===== src/rtl/bus_rr.sv =====
// Shared bus: NUM_M masters onto 2**SEL_W slaves through a registered round-robin arbiter
// with a per-owner hold limit; read data comes back one cycle after the command.
module bus_rr #(
  parameter int NUM_M    = 4,
  parameter int SEL_W    = 2,
  parameter int ADDR_W   = 8,
  parameter int DATA_W   = 32,
  parameter int MAX_HOLD = 4
) (
  input  logic                          clk,
  input  logic                          reset_n,
  input  logic [NUM_M-1:0]              M_req,
  input  logic [NUM_M-1:0]              M_wr,
  input  logic [NUM_M*ADDR_W-1:0]       M_address,
  input  logic [NUM_M*DATA_W-1:0]       M_dout,
  input  logic [(2**SEL_W)*DATA_W-1:0]  S_dout,
  output logic [NUM_M-1:0]              M_grant,
  output logic [DATA_W-1:0]             M_din,
  output logic                          M_din_valid,
  output logic [(2**SEL_W)-1:0]         S_sel,
  output logic [ADDR_W-1:0]             S_address,
  output logic                          S_wr,
  output logic [DATA_W-1:0]             S_din
);
  localparam int NUM_S = 2**SEL_W;
  localparam int IW    = $clog2(NUM_M);
  localparam int HW    = (MAX_HOLD > 2) ? $clog2(MAX_HOLD) : 1;
  // hold counter saturates here; with MAX_HOLD=0 it only runs to all-ones and is never compared
  localparam logic [HW-1:0] HOLD_LAST = (MAX_HOLD > 0) ? HW'(MAX_HOLD - 1) : {HW{1'b1}};

  logic [NUM_M-1:0] r_grant;
  logic [IW-1:0]    r_last;
  logic [HW-1:0]    r_hold;
  logic [NUM_S-1:0] r_rd_sel;

  logic          w_own_valid;
  logic [IW-1:0] w_own;
  logic          w_others;
  logic          w_keep;
  logic          w_excl;
  logic [IW-1:0] w_base;
  logic [IW-1:0] w_idx;
  logic [IW-1:0] w_next;
  logic          w_found;
  logic          w_active;

  always_comb begin
    w_own_valid = |r_grant;
    w_own       = '0;
    for (int i = 0; i < NUM_M; i++) begin
      if (r_grant[i]) w_own = IW'(i);
    end
    w_others = |(M_req & ~r_grant);
    w_excl   = w_own_valid && M_req[w_own];
    w_keep   = w_excl && !((MAX_HOLD != 0) && (r_hold == HOLD_LAST) && w_others);
    w_base   = w_own_valid ? w_own : r_last;
    // rotation search; a forced hand-over must not land back on the current owner
    w_found  = 1'b0;
    w_next   = '0;
    w_idx    = '0;
    for (int k = 1; k <= NUM_M; k++) begin
      w_idx = IW'((int'(w_base) + k) % NUM_M);
      if (!w_found && M_req[w_idx] && !(k == NUM_M && w_excl)) begin
        w_found = 1'b1;
        w_next  = w_idx;
      end
    end
  end

  always_ff @(posedge clk or negedge reset_n) begin
    if (!reset_n) begin
      r_grant  <= '0;
      r_last   <= IW'(NUM_M - 1);
      r_hold   <= '0;
      r_rd_sel <= '0;
    end else begin
      r_rd_sel <= S_sel & {NUM_S{~S_wr}};
      if (M_req == '0) begin
        r_grant <= '0;
      end else if (w_keep) begin
        if (r_hold != HOLD_LAST) r_hold <= r_hold + 1'b1;
      end else if (w_found) begin
        r_grant <= NUM_M'(1) << w_next;
        r_last  <= w_next;
        r_hold  <= '0;
      end else begin
        r_grant <= '0;
      end
    end
  end

  assign M_grant = r_grant;

  always_comb begin
    w_active  = 1'b0;
    S_sel     = '0;
    S_address = '0;
    S_wr      = 1'b0;
    S_din     = '0;
    for (int i = 0; i < NUM_M; i++) begin
      if (r_grant[i] && M_req[i]) begin
        w_active  = 1'b1;
        S_address = M_address[i*ADDR_W +: ADDR_W];
        S_wr      = M_wr[i];
        S_din     = M_dout[i*DATA_W +: DATA_W];
      end
    end
    if (w_active) S_sel[S_address[ADDR_W-1 -: SEL_W]] = 1'b1;
  end

  always_comb begin
    M_din = '0;
    for (int j = 0; j < NUM_S; j++) begin
      if (r_rd_sel[j]) M_din = M_din | S_dout[j*DATA_W +: DATA_W];
    end
    M_din_valid = |r_rd_sel;
  end

endmodule


===== config.mk =====
export PLATFORM = sky130hd
export DESIGN_NAME = bus_rr
export DESIGN_NICKNAME = d
export VERILOG_FILES = /design/src/rtl/bus_rr.sv
export SDC_FILE = /design/constraint.sdc
export NUM_CORES = 1
export LEC_CHECK = 0
export BUFFER_PORTS_ARGS = -buffer_cell sky130_fd_sc_hd__clkbuf_2
export CAP_MARGIN = 40
export CORE_AREA = 5 5 146 148
export DETAILED_ROUTE_END_ITERATION = 6
export DIE_AREA = 0 0 151 153
export PLACE_DENSITY = 0.53
export SLEW_MARGIN = 20
export SYNTH_ARGS = -nofsm -noshare
export SYNTH_HDL_FRONTEND = slang
export SYNTH_SLANG_ARGS = --single-unit

===== constraint.sdc =====
create_clock -name clk -period 3.2 [get_ports clk]
set_clock_uncertainty 0.05 [all_clocks]
set_input_delay 0.64 -clock clk [delete_from_list [all_inputs] [get_ports clk]]
set_output_delay 0.64 -clock clk [all_outputs]
set_load 0.05 [all_outputs]

==> results.txt, run 1 <==
The first-pass detailed-route iteration total is 5. The post-CTS repair timing setup buffer count is 0. At the pin with the least slew margin, the transition time is between 600 and 700 ps.

Overall power consumption after layout is estimated at 4.77 mW. The root buffer cell chosen for the clock tree is clkbuf_16. Setup repair after global routing left no endpoint under its margin. The number of distinct standard cells referenced by the synthesized netlist came out at 52. The headroom to the max-slew limit came out at 0.576.

The startpoint identified for the worst register-to-register timing path is M_grant[1]. The critical-path maximum fanout is 10. During synthesis, Yosys emitted a total of 0 warnings. Hold repair after CTS inserted 0 buffers. The number of buffers and inverters on the critical path is 2. The final wirelength is approximately 17000 um. Of all cell types, the one taking the most synthesized area is a22oi_1.

The worst setup path is of the reg -> out kind. In the post-synthesis netlist, the biggest area contributors are a22oi_1 18%, o21ai_0 15%, a221o_1 14%, nand2_1 11%, dfrtp_1 9.2%. The first global-routing pass estimated ~24000 um of wire.

The worst hold path belongs to the class in -> async. The post-synth net total is ~710. The number of enable flip-flop cells after synthesis came out at 0.

The sort of element at the end of the critical path is an output pin. The initial cell density of the core is 0.136. The die covers about 23000 um2.

The clock network fraction of total power came out at 0.048. The post-synthesis instance total came out at ~420. The endpoint identified for the worst register-to-register timing path is M_grant[0]. The data arrival time of the worst path came out at ~2200 ps.

The worst setup path is launched from a flip-flop. The fraction of layout cells with a size suffix above 1 is 0.536. The required time of the critical path is 2510 ps.

The switching power came out at 3.01 mW. Setup violations remaining at the end of the flow were counted as 0. The tool flagged a number of max-cap violations equal to 0. The horizontal die dimension came out at between 150 and 200 um. The total power per unit cell area came out at 905 nW/um2. The die outline height came out at about 150 um. For this run, the register share of the synthesized area comes to 0.112.

The number of DRC violations after detailed-routing iteration 0 is roughly 330. The number of global-route vias before repair is about 4300. The peak per-stage delay on the critical path is 530 ps.

The estimated wirelength of the detail-placed design came out at about 14000 um. Of the total power, registers draw 0.073. The remaining global-route overflow came out at 0. The maximum level of the CTS H-tree is 1. Routability-driven placement finished with a final weighted congestion of 0.875. The internal power of the cells came out at roughly 1.8 mW.

The reported leakage power came out at roughly 2.7 nW. The number of ports placed on the die boundary came out at 380. The fill cell total of the finished layout is approximately 2200. In the synthesized netlist the dominant register cell turns out to be dfrtp_1.

The portion of the clock cycle consumed by the worst path in the final layout came out at 0.902. Walking the worst path, the cells encountered are nand2_1 > a311oi_1 > o31a_1 > o41ai_1 > buf_4 > nor2_1 > clkbuf_2. The worst-case register-to-register setup slack is around 1000 ps. The max-slew violation count was 0. The via density per instance came out at 4.45. The number of port buffers is 379. The CTS buffer count came out at 3. The fraction of power spent switching nets is 0.632.

From synthesis to final layout, the design area changed by 94.2%. In the synthesized netlist, the cells that appear most often are 79 x nand2_1, 79 x o21ai_0, 65 x a22oi_1. The vias after detailed routing came out at 4606. The area inside the core boundary is between 15000 and 20000 um2.

The flow ran to the end, and the final reports show no timing, DRC or antenna violations. The synthesized design contains 12 register bits. In this design, the largest share of critical-path delay is due to compound AO/OA/AOI/OAI gates. For this run, design rule violations remaining after detail routing come to 0. The peak ir drop on the vdd network came out at a little over 0.5 mV. No sink is reached through more buffers than the 2 on the longest clock path. For this design, the sink count on the clock tree is 12. For this run, the top clock speed supported by timing is 347 MHz.

The number of nets still failing antenna checks after routing came out at 0. The number of cell instances on the worst register-to-register path came out at 6. The proportion of netlist area held by the largest area contributor is 0.180. The number of antenna violations at the first check in global routing came out at 1. The number of gates resized after CTS was 0.

The total negative setup slack came out at 0 ps. In this run the mean area of a mapped cell was between 6 and 7 um2. The global-route total usage across every layer came out at 0.131. The highest-delay cell along the critical path is dfrtp_1.

The number of nets in the layout came out at between 1000 and 1500. The netlist area before placement came out at between 2000 and 3000 um2. The number of core rows came out at 52. The share of synthesized flip-flops with an asynchronous set or reset is 1.00. Entering global routing, the biggest net connects 75 pins. The CTS tree is done. For the finished layout, the period the worst path requires is approximately 2900 ps. Of the total power, combinational logic draws 0.879.

The wire length per cell is between 15 and 20 um. The clock latency of the later-clocked register in the worst-skew pair came out at 240 ps. The number of failing hold endpoints at the final stage was 0.

The register clock-pin slew on the reported worst setup and hold paths came out at approximately 40 ps.
[through the flow]
step | area (um2) | setup WS [ps] | utilization | hold slack (ps) | cells
floorplan | 2720 | 5.78 | - | 294 | 415
global placement | 5140 | 391 | 0.258 | 427 | 1028
detailed placement | 5190 | 332 | 0.261 | 437 | 1031
CTS | 5270 | 313 | 0.265 | 232 | 1035
global route | 5270 | 138 | 0.265 | 253 | 1036
finish | 5270 | 314 | 0.265 | 227 | 1036
[area by class of cell]
cell class	count	area, um2	area share
timing repair buffer	396	2350	0.446
multi-input combinational	346	2170	0.412
tap	270	338	0.0641
sequential	12	304	0.0577
clock buffer	4	78.8	0.0150
inverter	7	26.3	0.00498
antenna	1	2.50	0.000475
[worst reg2reg max path: stages, from the launching register on]
cell,delay [ps]
dfrtp_1,490
buf_4,220
nor3b_2,400
o21ai_1,180
a2bb2o_4,240
o211a_1,220
a32o_1,260
[cell families (layout without fill, tap and decap cells)]
logic type	after synthesis	in the layout	share of synthesized area
AO/OA/AOI/OAI	211	211	0.559
AND/OR/NAND/NOR	130	130	0.220
buffers and inverters	57	407	0.0894
flip-flops	12	12	0.112
multiplexers	3	3	0.0115
adder cells (fa/ha/maj)	1	1	0.00461
XOR/XNOR	1	1	0.00323
other	0	1	0
[how the worst max path moves through the flow]
stage          startpoint            to  slack, ps  cells past startpoint
3_3_place_gp     M_req[0]      S_sel[2]        390                      8
3_5_place_dp     M_req[0]      S_sel[2]        330                      8
6_report       M_grant[1]      S_sel[2]        310                      7
4_1_cts        M_grant[1]      S_sel[2]        310                      7
5_1_grt        M_grant[1]      S_sel[2]        140                      7
2_1_floorplan  M_grant[0]  S_address[0]          6                      8
[power groups by stage]
stage	combinational [mW]	clock (mW)	sequential, mW
after global routing	4.44	0.243	0.357
final	4.20	0.228	0.347
after CTS	4.21	0.232	0.345
after global placement	4.10	0	0.419
after detailed placement	4.20	0	0.347
after floorplan	2.86	0	0.324
[flip-flops by register name (all words and copies together), names as in the netlist]
signal,flops
r_rd_sel,4
r_last,2
r_hold,2
M_grant,4
[placed cells by master (no fill, tap or decap), types with 3 or more instances in the layout]
master / instances
clkbuf_2: 362
nand2_1: 79
a22oi_1: 65
o21ai_0: 41
o21ai_1: 39
a221o_1: 38
buf_12: 21
nor2_1: 18
buf_4: 10
dfrtp_1: 9
inv_1: 7
and2_1: 6
nor2b_1: 4
and3_1: 3
a311oi_1: 3
o31a_1: 3
nand2b_1: 3
clkbuf_16: 3
buf_8: 3
[layer usage]
metal	global-route usage	share of wire	vias to the layer above
li1	-	-	2311
met1	0.165	0.40	2073
met4	0.0112	0.0064	0
met3	0.0204	0.082	10
met5	0	0	-
met2	0.240	0.51	212
Note: power is estimated with default switching activity, not from simulation.
==> run 2: changes to the inputs <==
Settings changed: SETUP_SLACK_MARGIN set to 0.5.
==> run 2 against run 1 <==
Sequential power up 4%. Hold slack barely moved. Register-to-register slack worse by 60 ps. Setup slack better by 210 ps. Clock power increased by 11%. First-iteration DRC count shrank 4.3%. Via count is 5.3% higher. Routed wire length up 15%. Sequential share of layout area fell by 0.67 points. Critical endpoint is now S_din[31]. Power grew 14%. Critical path depth up 1. Non-clock buffer count increased by 11.
==> results.txt, run 2 (synthesis results as in run 1) <==
In this run the critical register-to-register path is captured at r_last[0]. The area growth from synthesis to layout came out at 123%. The portion of the clock cycle consumed by the worst path in the final layout is 0.836 (-0.0660).

The register clock-pin slew on the reported worst setup and hold paths came out at 50 ps (about the same). The initial cell density of the core is 0.136 (unchanged). The highest clock frequency the design can meet is 374 MHz (+7.9%). The slew at the pin with the worst max-slew slack came out at 650 ps (+14.2 ps). The number of diodes came to 0 (-1). The critical-path maximum fanout came out at 5 (-5). The clock network fraction of total power is 0.046 (-0.002). The total power per unit cell area is 897 nW/um2 (-0.84%). The count of clock tree sinks is 12 (unchanged). The deepest clock path buffer count was 2 (unchanged). The number of setup violations in the final report was 0 (unchanged). The final wirelength is 19700 um (+15%). The number of port buffers came out at 379 (unchanged). Leaving out fill and tap cells, the most frequent cells in the layout are 334 x clkbuf_2, 78 x nand2_1, 65 x a22oi_1. The horizontal die dimension came out at 151 um (unchanged). The minimum setup slack after placement is 265 ps (-66.9 ps).

The global-route total usage across every layer came out at 0.146 (+0.0157). The die outline height is 153 um (unchanged). The total negative setup slack was 0 ps (unchanged). The area used by sequential logic in the layout is 309 um2 (+1.6%). The internal power of the cells was 2.17 mW (+23%). The reported leakage power came out at 2.99 nW (+9.0%). The footprint of the multi-input gates came out at 2640 um2 (+22%). The number of remaining DRC errors is 0 (unchanged). The placer's final routability congestion estimate came to 0.861 (-1.6%). The number of global-route vias before repair is 4614 (+8.1%). The worst-case register-to-register setup slack came out at 960 ps (-60 ps).

The first-pass detailed-route iteration total is 5 (unchanged). By startpoint and endpoint, the worst setup path is classified as in -> out. The global-route wire length before repair is 27100 um (+11%). In this run the critical register-to-register path is launched from M_grant[1]. The clock latency of the later-clocked register in the worst-skew pair is 240 ps (about the same). STA classifies the critical path startpoint as an input port. Setup repair after global routing could not meet its margin everywhere.

The peak ir drop on the vdd network came out at 0.523 mV (+3.0%). The number of maximum-capacitance violations is 0 (unchanged). The tightest hold margin was 227 ps (+0.262 ps).

The remaining global-route overflow is 0 (unchanged). Clock tree synthesis selected as its root buffer the cell clkbuf_16. The worst setup slack after layout came out at 525 ps (+211 ps). The signal on the critical path passes through buf_6 > and2_4 > and2_4 > clkbuf_16 > a221o_1 > o21ai_2 > o21ai_2 > buf_8. The fraction of power spent switching nets came out at 0.602 (-0.0298). The maximum level of the CTS H-tree came out at 1 (unchanged). The vias after detailed routing is 4852 (+5.3%).

The area inside the core boundary is 19900 um2 (unchanged). The final instance count without filler cells is 1046 (+0.97%). The number of nets still failing antenna checks after routing is 0 (unchanged).

The post-route minimum period came out at 2670 ps (-211 ps). The CTS buffer count is 3 (unchanged). The sequential share of power was 0.066 (-0.007). The quantity of hold-fixing buffers added after cts is 0 (unchanged). The placed cell count came out at 1030 (-0.097%). The area of the die is 23100 um2 (unchanged). The number of nets in the layout was 1076 (+1.0%). The fraction of layout cells with a size suffix above 1 came to 0.621 (+0.0852). The number of DRC violations after detailed-routing iteration 0 came out at 315 (-4.3%). The headroom to the max-slew limit was 0.567 (-0.00950).

The data arrival time of the worst path came out at 1980 ps (-220 ps). The max-slew violation count is 0 (unchanged). The combinational power share came out at 0.887 (+0.008).

The flow ran to the end, and the final reports show no timing, DRC or antenna violations. The wire length per cell came out at 18.8 um (+13%). The largest individual stage delay along the critical path comes from the cell a221o_1. TritonCTS built the clock tree. The required time of the critical path came to 2510 ps (about the same). The estimated wirelength of the detail-placed design is 15500 um (+7.0%).

The critical path ends at S_din[31]. The number of cell instances on the worst register-to-register path came to 6 (unchanged). The peak per-stage delay on the critical path came out at 370 ps (-160 ps). The number of antenna violations at the first check in global routing came out at 0 (-1). The maximum number of pins on one net before global-route repair came out at 63 (-16%). The number of ports placed on the die boundary is 380 (unchanged). The number of core rows came out at 52 (unchanged). The start point of the critical path is M_req[0].

The sort of element at the end of the critical path is an output pin. Leaving out fill and tap cells, the most frequent cell in the layout is clkbuf_2. The via density per instance is 4.64 (+4.3%). The number of failing hold endpoints at the final stage came to 0 (unchanged). The tightest min-delay check is of the in -> async type.

The fill cell total of the finished layout is 2180 (-1.8%). The switching power is 3.28 mW (+8.7%).
==> run 2: worst max-delay path: cells and delay by family <==
family / cells / cell delay, ps
buf+inv: 3 / 430
simple gates: 2 / 340
compound gates: 3 / 560
==> run 2: power by group through the flow <==
stage | registers, mW | logic, mW | clock network (mW)
4_1_cts | 0.359 | 4.73 | 0.258
3_5_place_dp | 0.387 | 4.52 | 0
6_report | 0.361 | 4.83 | 0.252
3_3_place_gp | 0.442 | 4.44 | 0
2_1_floorplan | 0.328 | 3.18 | 0
5_1_grt | 0.379 | 5.09 | 0.267
==> run 2: layer usage <==
metal,share of wire,up-vias,wire (um),track usage
met3,0.082,10,1620,0.0252
li1,-,2340,-,-
met1,0.39,2289,7700,0.186
met2,0.52,213,10200,0.266
met5,0,-,0,0
met4,0.0055,0,109,0.0130
==> run 2: worst min path at each step <==
stage	from	end	slack [ps]	cells after the start
final	reset_n	M_grant[3]	230	1
after global routing	reset_n	M_grant[3]	250	1
after CTS	reset_n	r_hold[1]	230	1
after detailed placement	r_hold[0]	r_hold[0]	440	1
after global placement	r_hold[0]	r_hold[0]	420	1
after floorplan	reset_n	M_grant[0]	290	0
==> run 2: final cells by class <==
type / count / share of cell area
flip-flops and latches: 12 / 0.0509
repair buffers: 407 / 0.439
multi-input cells: 346 / 0.436
inverters: 7 / 0.00433
clock buffers: 4 / 0.0146
well taps: 270 / 0.0557
==> run 2: metrics by stage <==
stage	area (um2)	util	total power, mW
floorplan	3170	-	3.51
global placement	5600	0.281	4.88
detailed placement	5630	0.283	4.90
CTS	5910	0.297	5.35
global route	6070	0.305	5.74
finish	6070	0.305	5.44
==> run 2: repair_timing <==
action / CTS / global route
gates cloned: 1 / 4
setup endpoints to repair: 44 / 39
setup buffers: 6 / 1
gates resized for setup: 51 / 28
pin swaps: 6 / 9
